<file path="src/rtl/async_rx_os.sv">
`default_nettype none
// +----------------------------------------------------------------------+
// | async_rx_os : oversampling async serial receiver with majority-vote  |
// |               bit decisions and a READY/ACK word handshake.           |
// | Rev 1.0                                                               |
// +----------------------------------------------------------------------+
module async_rx_os #(
  parameter int WIDTH      = 10,
  parameter int OVERSAMPLE = 8,
  parameter int PARITY_EN  = 1
) (
  input  logic             CLK,
  input  logic             nRST,
  input  logic             RXD,
  input  logic             DATA_ACK,
  output logic [WIDTH-1:0] Frame,
  output logic             RX_BUSY,
  output logic             RX_READY,
  output logic             RX_ERROR
);

  localparam int CW = $clog2(OVERSAMPLE);
  localparam int BW = $clog2(WIDTH + 1);

  localparam logic [2:0] c_S_IDLE   = 3'd0;
  localparam logic [2:0] c_S_START  = 3'd1;
  localparam logic [2:0] c_S_DATA   = 3'd2;
  localparam logic [2:0] c_S_PARITY = 3'd3;
  localparam logic [2:0] c_S_STOP   = 3'd4;

  localparam logic [CW-1:0] c_CNT_LAST = CW'(OVERSAMPLE - 1);
  localparam logic [CW-1:0] c_CNT_S0   = CW'(OVERSAMPLE / 2 - 1);
  localparam logic [CW-1:0] c_CNT_S1   = CW'(OVERSAMPLE / 2);
  localparam logic [CW-1:0] c_CNT_DEC  = CW'(OVERSAMPLE / 2 + 1);
  localparam logic [BW-1:0] c_BIT_LAST = BW'(WIDTH - 1);
  localparam logic [2:0]    c_S_AFTER_DATA = (PARITY_EN != 0) ? c_S_PARITY : c_S_STOP;

  logic             r_sync1;
  logic             r_rxd_s;
  logic             r_rxd_s_d;
  logic [2:0]       r_state;
  logic [CW-1:0]    r_cnt;
  logic [BW-1:0]    r_bitidx;
  logic [WIDTH-1:0] r_shift;
  logic             r_samp0;
  logic             r_samp1;
  logic             r_perr;
  logic [WIDTH-1:0] r_frame;
  logic             r_busy;
  logic             r_ready;
  logic             r_error;

  logic             w_start_edge;
  logic             w_maj;
  logic             w_decide;
  logic             w_bit_end;
  logic [2:0]       w_state_nxt;
  logic             w_done;
  logic             w_ferr;
  logic [WIDTH-1:0] w_shift_nxt;

  assign w_start_edge = r_rxd_s_d & ~r_rxd_s;
  // Third vote is the live synchronized sample at the decision count.
  assign w_maj     = (r_samp0 & r_samp1) | (r_samp0 & r_rxd_s) | (r_samp1 & r_rxd_s);
  assign w_decide  = (r_cnt == c_CNT_DEC);
  assign w_bit_end = (r_cnt == c_CNT_LAST);

  generate
    if (WIDTH > 1) begin : g_shift_wide
      assign w_shift_nxt = {w_maj, r_shift[WIDTH-1:1]};
    end else begin : g_shift_one
      assign w_shift_nxt = w_maj;
    end
  endgenerate

  always_comb begin
    w_state_nxt = r_state;
    w_done      = 1'b0;
    w_ferr      = 1'b0;
    case (r_state)
      c_S_IDLE: begin
        if (w_start_edge) w_state_nxt = c_S_START;
      end
      c_S_START: begin
        if (w_decide && w_maj) w_state_nxt = c_S_IDLE;
        else if (w_bit_end)    w_state_nxt = c_S_DATA;
      end
      c_S_DATA: begin
        if (w_bit_end && (r_bitidx == c_BIT_LAST)) w_state_nxt = c_S_AFTER_DATA;
      end
      c_S_PARITY: begin
        if (w_bit_end) w_state_nxt = c_S_STOP;
      end
      c_S_STOP: begin
        // Frame completes at the stop decision, not at the end of the bit.
        if (w_decide) begin
          w_state_nxt = c_S_IDLE;
          w_done      = 1'b1;
          w_ferr      = ~w_maj;
        end
      end
      default: w_state_nxt = c_S_IDLE;
    endcase
  end

  always_ff @(posedge CLK) begin
    if (!nRST) begin
      r_sync1   <= 1'b1;
      r_rxd_s   <= 1'b1;
      r_rxd_s_d <= 1'b1;
      r_state   <= c_S_IDLE;
      r_cnt     <= '0;
      r_bitidx  <= '0;
      r_shift   <= '0;
      r_samp0   <= 1'b1;
      r_samp1   <= 1'b1;
      r_perr    <= 1'b0;
      r_busy    <= 1'b0;
    end else begin
      r_sync1   <= RXD;
      r_rxd_s   <= r_sync1;
      r_rxd_s_d <= r_rxd_s;
      r_state   <= w_state_nxt;
      r_busy    <= (w_state_nxt != c_S_IDLE);

      if (r_state == c_S_IDLE || w_state_nxt != r_state || w_bit_end) begin
        r_cnt <= '0;
      end else begin
        r_cnt <= r_cnt + CW'(1);
      end

      if (r_cnt == c_CNT_S0) r_samp0 <= r_rxd_s;
      if (r_cnt == c_CNT_S1) r_samp1 <= r_rxd_s;

      if (r_state == c_S_START) begin
        r_bitidx <= '0;
      end else if (r_state == c_S_DATA && w_bit_end) begin
        r_bitidx <= r_bitidx + BW'(1);
      end

      if (r_state == c_S_DATA && w_decide) r_shift <= w_shift_nxt;

      if (r_state == c_S_START) begin
        r_perr <= 1'b0;
      end else if (r_state == c_S_PARITY && w_decide) begin
        r_perr <= (^r_shift) ^ w_maj;
      end
    end
  end

  // A completing frame takes priority over an ACK in the same cycle.
  always_ff @(posedge CLK) begin
    if (!nRST) begin
      r_frame <= '0;
      r_ready <= 1'b0;
      r_error <= 1'b0;
    end else if (w_done) begin
      if (r_ready && !DATA_ACK) begin
        r_error <= 1'b1;
      end else begin
        r_frame <= r_shift;
        r_ready <= 1'b1;
        r_error <= r_perr | w_ferr;
      end
    end else if (DATA_ACK && r_ready) begin
      r_ready <= 1'b0;
      r_error <= 1'b0;
    end
  end

  assign Frame    = r_frame;
  assign RX_BUSY  = r_busy;
  assign RX_READY = r_ready;
  assign RX_ERROR = r_error;

endmodule
`default_nettype wire
</file>
<file path="config.mk">
export PLATFORM = sky130hd
export DESIGN_NAME = async_rx_os
export DESIGN_NICKNAME = d
export VERILOG_FILES = /design/src/rtl/async_rx_os.sv
export SDC_FILE = /design/constraint.sdc
export NUM_CORES = 1
export LEC_CHECK = 0
export ABC_AREA = 1
export BUFFER_PORTS_ARGS = -buffer_cell sky130_fd_sc_hd__buf_2
export CAP_MARGIN = 0
export CORE_ASPECT_RATIO = 1.4
export CORE_MARGIN = 10
export CORE_UTILIZATION = 45
export CTS_CLUSTER_SIZE = 16
export DETAILED_ROUTE_END_ITERATION = 12
export PLACE_DENSITY_LB_ADDON = 0.2
export SKIP_LAST_GASP = 1
export SLEW_MARGIN = 20
export SYNTH_ARGS = -nofsm -noshare
export SYNTH_HDL_FRONTEND = slang
export SYNTH_SLANG_ARGS = --single-unit
</file>
<file path="constraint.sdc">
create_clock -name CLK -period 2.6 [get_ports CLK]
set_clock_uncertainty 0.05 [all_clocks]
set_input_delay 0.13 -clock CLK [delete_from_list [all_inputs] [get_ports CLK]]
set_output_delay 0.13 -clock CLK [all_outputs]
set_load 0.02 [all_outputs]
</file>
==> results of run 1 <==
cell families (layout without fill, tap and decap cells):
| family | count (synthesis) | in the layout | share of synthesized area (%) |
|---|---|---|---|
| adders and majority gates | 7 | 7 | 4.60 |
| buffers and inverters | 43 | 62 | 9.72 |
| and+or+nand+nor | 110 | 110 | 28.0 |
| DFF | 39 | 39 | 41.0 |
| xor gates and xnor gates | 3 | 3 | 1.38 |
| AOI/OAI and AO/OA | 49 | 49 | 15.4 |
per-stage QoR:
stage          util, %  area [sq um]  worst slack [ns]  total power, mW  hold slack (ns)
5_1_grt           51.9          2080             0.620             1.07            0.106
4_1_cts           51.9          2080             0.815             1.04           0.0940
3_3_place_gp      49.6          1990             0.896            0.645            0.266
6_report          51.9          2080             0.825             1.02            0.102
2_1_floorplan        -          1910              1.14            0.638            0.187
3_5_place_dp      49.6          1990             0.850            0.646            0.271
worst reg2reg max path, delay by kind of cell, from the launching register on:
kind | cells | cell delay, ns
flops | 1 | 0.40
buf+inv | 1 | 0.10
compound gates | 1 | 0.05
fa+ha+maj | 1 | 0.19
simple gates | 5 | 0.87
cells in the mapped netlist:
library cell,instances,area [sq um]
ha_1,7,87.6
nor2_1,24,90.1
nor2_4,3,33.8
nor2_8,1,20.0
o31ai_1,1,7.51
or2_2,2,12.5
nand3_4,1,17.5
o21ai_1,11,55.1
nand4_2,2,25.0
a21oi_2,6,52.6
clkbuf_1,2,7.51
xnor2_1,2,17.5
o21ai_0,11,55.1
o211ai_1,1,7.51
nand4_1,2,12.5
nand2_2,2,12.5
nor2_2,2,12.5
inv_1,34,128
a211oi_1,2,15.0
a211oi_2,2,25.0
buf_6,3,33.8
xor2_1,1,8.76
inv_2,3,11.3
nor3_2,2,20.0
nor3b_1,1,7.51
nand3_1,8,40.0
nand3b_1,1,7.51
nand2_1,59,221
buf_2,1,5.00
a21oi_1,15,75.1
dfxtp_1,39,781
cell type report:
| type | count | area [sq um] |
|---|---|---|
| tap | 43 | 53.8 |
| clock inverter | 1 | 5.00 |
| fill | 413 | 1940 |
| sequential | 39 | 781 |
| timing repair buffer | 17 | 90.1 |
| inverter | 37 | 139 |
| multi-input combinational | 169 | 940 |
| clock buffer | 7 | 76.3 |
state kept, by name, summed over array words and instances, names as in the netlist:
name       flops
r_perr         1
r_rxd_s        1
r_shift       10
Frame         10
r_state        3
RX_BUSY        1
r_samp0        1
r_bitidx       4
r_samp1        1
r_cnt          3
r_sync1        1
r_rxd_s_d      1
RX_ERROR       1
RX_READY       1
per-layer routing:
metal	vias up	track usage (%)
li1	831	-
met1	684	12.8
met2	14	18.1
met3	4	3.37
met4	0	3.92
met5	-	0
worst max path at each step:
stage               slack, ns     start  cells past startpoint     endpoint
floorplan                1.14  r_cnt[0]                      8  r_bitidx[3]
global placement         0.90  r_cnt[0]                      8     RX_ERROR
detailed placement       0.85  r_cnt[0]                      8     RX_ERROR
CTS                      0.82  r_cnt[0]                      8     RX_ERROR
global route             0.62  r_cnt[0]                      8     RX_ERROR
finish                   0.83  r_cnt[0]                      8     RX_ERROR
repair_timing:
action | CTS | global route
hold buffers | 1 | 0
endpoints found under the hold margin | 1 | 0
endpoints found under the setup margin | 0 | 0
power by group:
part	switching, mW	total [mW]	internal (mW)
registers	0.00258	0.604	0.601
clock network	0.196	0.384	0.188
logic	0.0195	0.0291	0.00957
total	0.218	1.02	0.799
layout by cell type (no fill, tap or decap):
cell           synthesis  routed
inv_1                 34      34
nor3b_1                1       1
a211oi_1               2       2
or2_2                  2       2
dfxtp_1               39      39
nand4_2                2       2
inv_2                  3       3
o31ai_1                1       1
nor2_1                24      24
o211ai_1               1       1
buf_2                  1      16
nand2_2                2       2
dlygate4sd3_1          0       1
nand4_1                2       2
a211oi_2               2       2
clkbuf_8               0       5
nor3_2                 2       2
xnor2_1                2       2
o21ai_0               11      11
a21oi_2                6       6
nor2_2                 2       2
nand3b_1               1       1
ha_1                   7       7
nor2_4                 3       3
nand3_4                1       1
o21ai_1               11      11
clkinv_2               0       1
clkbuf_1               2       2
xor2_1                 1       1
nor2_8                 1       1
nand2_1               59      59
a21oi_1               15      15
nand3_1                8       8
==> reports/metrics.cfg, run 1 <==
[logic_synthesis]
synth_seq_cells = 39
seq_area_frac_synth_pct = 41.0
synth_cell_types = 31
yosys_warnings = 0
synth_cells = 251
netlist_area_sq_um = 1910
synth_fp_nets = 262
synth.avg_cell_area_sq_um = 7.59

[global_route]
grt_start_max_net_pins = 28
grt-ovfl-total = 0
grt_pass1_wl_mm = 6.52
grt_pass1_vias = 1486
grt_antenna_before_repair = 0
grt_use_total_pct = 11.0

[clocking]
clock_sinks = 39
root_buffer = clkbuf_8
cts_resized = 0
cts_tree = done
clkTransAtPathRegs_ns = 0.07
post-cts-setup-buffers = 0
insertion_delay_ns = 0.29
htreeDepth = 2
clk_path_buf_depth = 2
numCtsBuffers = 5

[route]
top_layer_used = met4
via_per_inst = 4.90
route.met3.wl_um = 126
drt_iter0_drc = 70
drt_drc_violations_left = 0
via_count = 1533
wl_per_cell_um = 11.3
wl_mm = 3.53
wl_met2_mm = 1.85
drtPass1Iterations = 4
postRouteAntennaNets = 0
met1_length_mm = 1.51

[hold_path]
hold_path_startpoint = DATA_ACK
holdPathStages = 4
hold_class = in -> reg
hold_path_end = RX_ERROR

[critical_path]
start_kind = flip-flop
critPathBufInv = 1
cp.required_ns = 2.72
rr_worst_depth = 8
cpPeakStageDelay_ns = 0.43
cpLargestDelayFamily = simple AND/OR/NAND/NOR gates
worstPathArrival_ns = 1.90
r2r_end = RX_ERROR
crit_chain = ha_1 -> nand2_2 -> nor2_4 -> nand2_2 -> nor2_4 -> inv_2 -> nor3_2 -> a211oi_2
critPathCaptureType = flip-flop
critical_path.max_fanout = 20
crit_path_top_delay_cell = nor2_4
r2r_setup_slack_ns = 0.83
timing.rr.start = r_cnt[0]
crit_type = reg -> reg

[timing]
tightest_slew_ns = 0.530
period_minus_slack_ns = 1.77
hold_viol_final = 0
report.final.slew_viol_count = 0
setup_viol = 0
max_clock_freq_mhz = 563
tns_ns = 0
fin_crit_sh_pct = 68.3
rsz0062_at_grt = no
maxSlewHeadroom_pct = 64.6

[place]
port_buffers = 16
dp_cells = 304
gp_congestion = 0.743
dp_hpwl_mm = 2.68

[pwr]
p_leak_nw = 1.00
vdd_ir_drop_max_v = 0.000302
p_per_area_nw_per_um2 = 488

[die]
die-area_sq_um = 7270
start_util_pct = 47.4
pin_count = 17
die_y_um = 97.0
die_x_um = 75.0
core-area_sq_um = 4020
core.rowCount = 27

[cells_and_area]
final_cell_count_no_fill = 313
drive_above_1_share_pct = 17.8
area_growth_pct = 9.39
n_antenna_cell = 0
final_nets = 280

[flow_run]
drv_cap = 0

[run_status]
run_status = finished, final reports clean

No activity file was read; power rests on OpenSTA's default activity.
==> run 2: changes to the inputs <==
- clock period: 2.6 -> 1.5 ns (I/O delays scaled with it)
==> run 2 against run 1 <==
Clock power is 67% higher. Cell count up 4.2%. Largest power group unchanged. Hold slack lost 0.060 ns. Critical path type unchanged. Combinational power up 120%. Cell area grew 14%. Clock-buffer cell count decreased by 1. Largest cell class unchanged. Setup slack worse by 0.80 ns.
==> reports/metrics.cfg, run 2 (same netlist as run 1, synthesis figures left out) <==
[run_status]
run_status = finished, final reports clean

[flow_run]
drv_cap = 0

[critical_path]
cp.required_ns = 1.68
critical_path.max_fanout = 5
r2r_setup_slack_ns = 0.03
rr_worst_depth = 10
start_kind = flip-flop
critPathCaptureType = flip-flop
crit_type = reg -> reg
worstPathArrival_ns = 1.65

[cells_and_area]
final_common_cell = nand2_1
n_antenna_cell = 0
final_core_util_pct = 59.1
final_nets = 295
final_cell_count_no_fill = 326
area_growth_pct = 24.8
layout_common_cells = 59 x nand2_1, 37 x dfxtp_1, 31 x inv_1, 24 x nor2_1, 16 x buf_2
drive_above_1_share_pct = 28.6

[clocking]
cts_tree = done
htreeDepth = 2
insertion_delay_ns = 0.29
clock_sinks = 39
clk_path_buf_depth = 2
root_buffer = clkbuf_8
clkTransAtPathRegs_ns = 0.07
numCtsBuffers = 5

[pwr]
vdd_ir_drop_max_v = 0.000617
p_per_area_nw_per_um2 = 737
p_leak_nw = 1.11
p_sw_share_pct = 21.6
p_total_mw = 1.75
seq_power_share_pct = 59.7
power_frac_comb_pct = 3.7
cellInternalPower_mw = 1.37
clockPowerShare_pct = 36.7
p_switching_mw = 0.379

[place]
dp_hpwl_mm = 2.73
gp_congestion = 0.798
dp_cells = 312
port_buffers = 16

[route]
met1_length_mm = 1.69
drt_drc_violations_left = 0
route.met3.wl_um = 110
wl_mm = 4.00
via_per_inst = 4.94
drt_iter0_drc = 78
wl_per_cell_um = 12.3
top_layer_used = met4
postRouteAntennaNets = 0
wl_met2_mm = 2.14
drtPass1Iterations = 4
via_count = 1612

[hold_path]
hold_class = in -> reg
holdPathStages = 4

[global_route]
grt_pass1_wl_mm = 6.33
grt_use_total_pct = 10.8
grt_start_max_net_pins = 20
grt_pass1_vias = 1517
grt_antenna_before_repair = 0
grt-ovfl-total = 0

[die]
pin_count = 17
die-area_sq_um = 7270
core-area_sq_um = 4020
die_x_um = 75.0
core.rowCount = 27
start_util_pct = 47.4
die_y_um = 97.0

[timing]
tightest_slew_ns = 0.297
setup_viol = 0
max_clock_freq_mhz = 680
report.final.slew_viol_count = 0
period_minus_slack_ns = 1.47
hold_viol_final = 0
tns_ns = 0
rsz0062_at_grt = yes
hold_slack_ns = 0.0412
maxSlewHeadroom_pct = 80.0
fin_crit_sh_pct = 98.1

==> run 2: changes by cell type in the layout (fill, tap and decap cells not counted), moves of 2 or more <==
cell | previous run | this run
o21ai_4 | 0 | 3
o21ai_2 | 0 | 6
buf_4 | 0 | 9
inv_1 | 34 | 31
ha_1 | 7 | 4
ha_4 | 0 | 3
o21ai_1 | 11 | 4
o21ai_0 | 11 | 9
inv_2 | 3 | 6
buf_12 | 0 | 3
clkbuf_16 | 0 | 2
dfxtp_1 | 39 | 37
==> run 2: stage by stage <==
step,area [sq um],worst slack (ns)
final,2380,0.0284
after global routing,2380,-0.0639
after CTS,2160,0.0171
after detailed placement,2080,-0.0694
after global placement,2080,-0.0223
after floorplan,1910,0.0427
==> run 2: worst paths after layout <==
check,from,end
setup reg to reg,r_cnt[1],Frame[2]
setup / recovery,r_cnt[1],Frame[2]
hold reg to reg,r_sync1,r_rxd_s
hold / removal,DATA_ACK,RX_ERROR
==> run 2: power groups by stage <==
stage	clock network, mW	registers [mW]	logic [mW]
2_1_floorplan	0	1.07	0.0343
3_3_place_gp	0	1.07	0.0551
3_5_place_dp	0	1.07	0.0549
4_1_cts	0.669	1.05	0.0570
5_1_grt	0.702	1.05	0.0723
6_report	0.643	1.05	0.0640
==> run 2: worst max-delay path: stages (launching register included) <==
cell and delay (ns):
dfxtp_2 0.34, inv_2 0.07, ha_4 0.14, nand2_4 0.07, nor2_4 0.11, nand2_2 0.08, nor2_4 0.11, buf_12 0.13
clkbuf_16 0.16, o21ai_4 0.05, a21oi_2 0.09
==> run 2: what timing repair did <==
item	4_1_cts	5_1_grt
setup buffers	0	4
endpoints found under the setup margin	8	25
pin swaps	0	4
resized for setup	3	26
cloned	0	3
hold buffers	1	0
hold endpoints to repair	1	0
==> run 2: final cells by class <==
cell class / instances / area, sq um
Sequential cell: 39 / 786
Timing Repair Buffer: 32 / 279
Clock buffer: 6 / 72.6
Multi-Input combinational cell: 169 / 1050
Fill cell: 374 / 1640
Inverter: 37 / 139
Tap cell: 43 / 53.8
==> run 2: per-layer routing <==
| metal | GRT usage [%] | vias to the layer above |
|---|---|---|
| met3 | 3.06 | 8 |
| met2 | 18.6 | 16 |
| met4 | 4.36 | 0 |
| met1 | 11.7 | 728 |
| met5 | 0 | - |
| li1 | - | 860 |
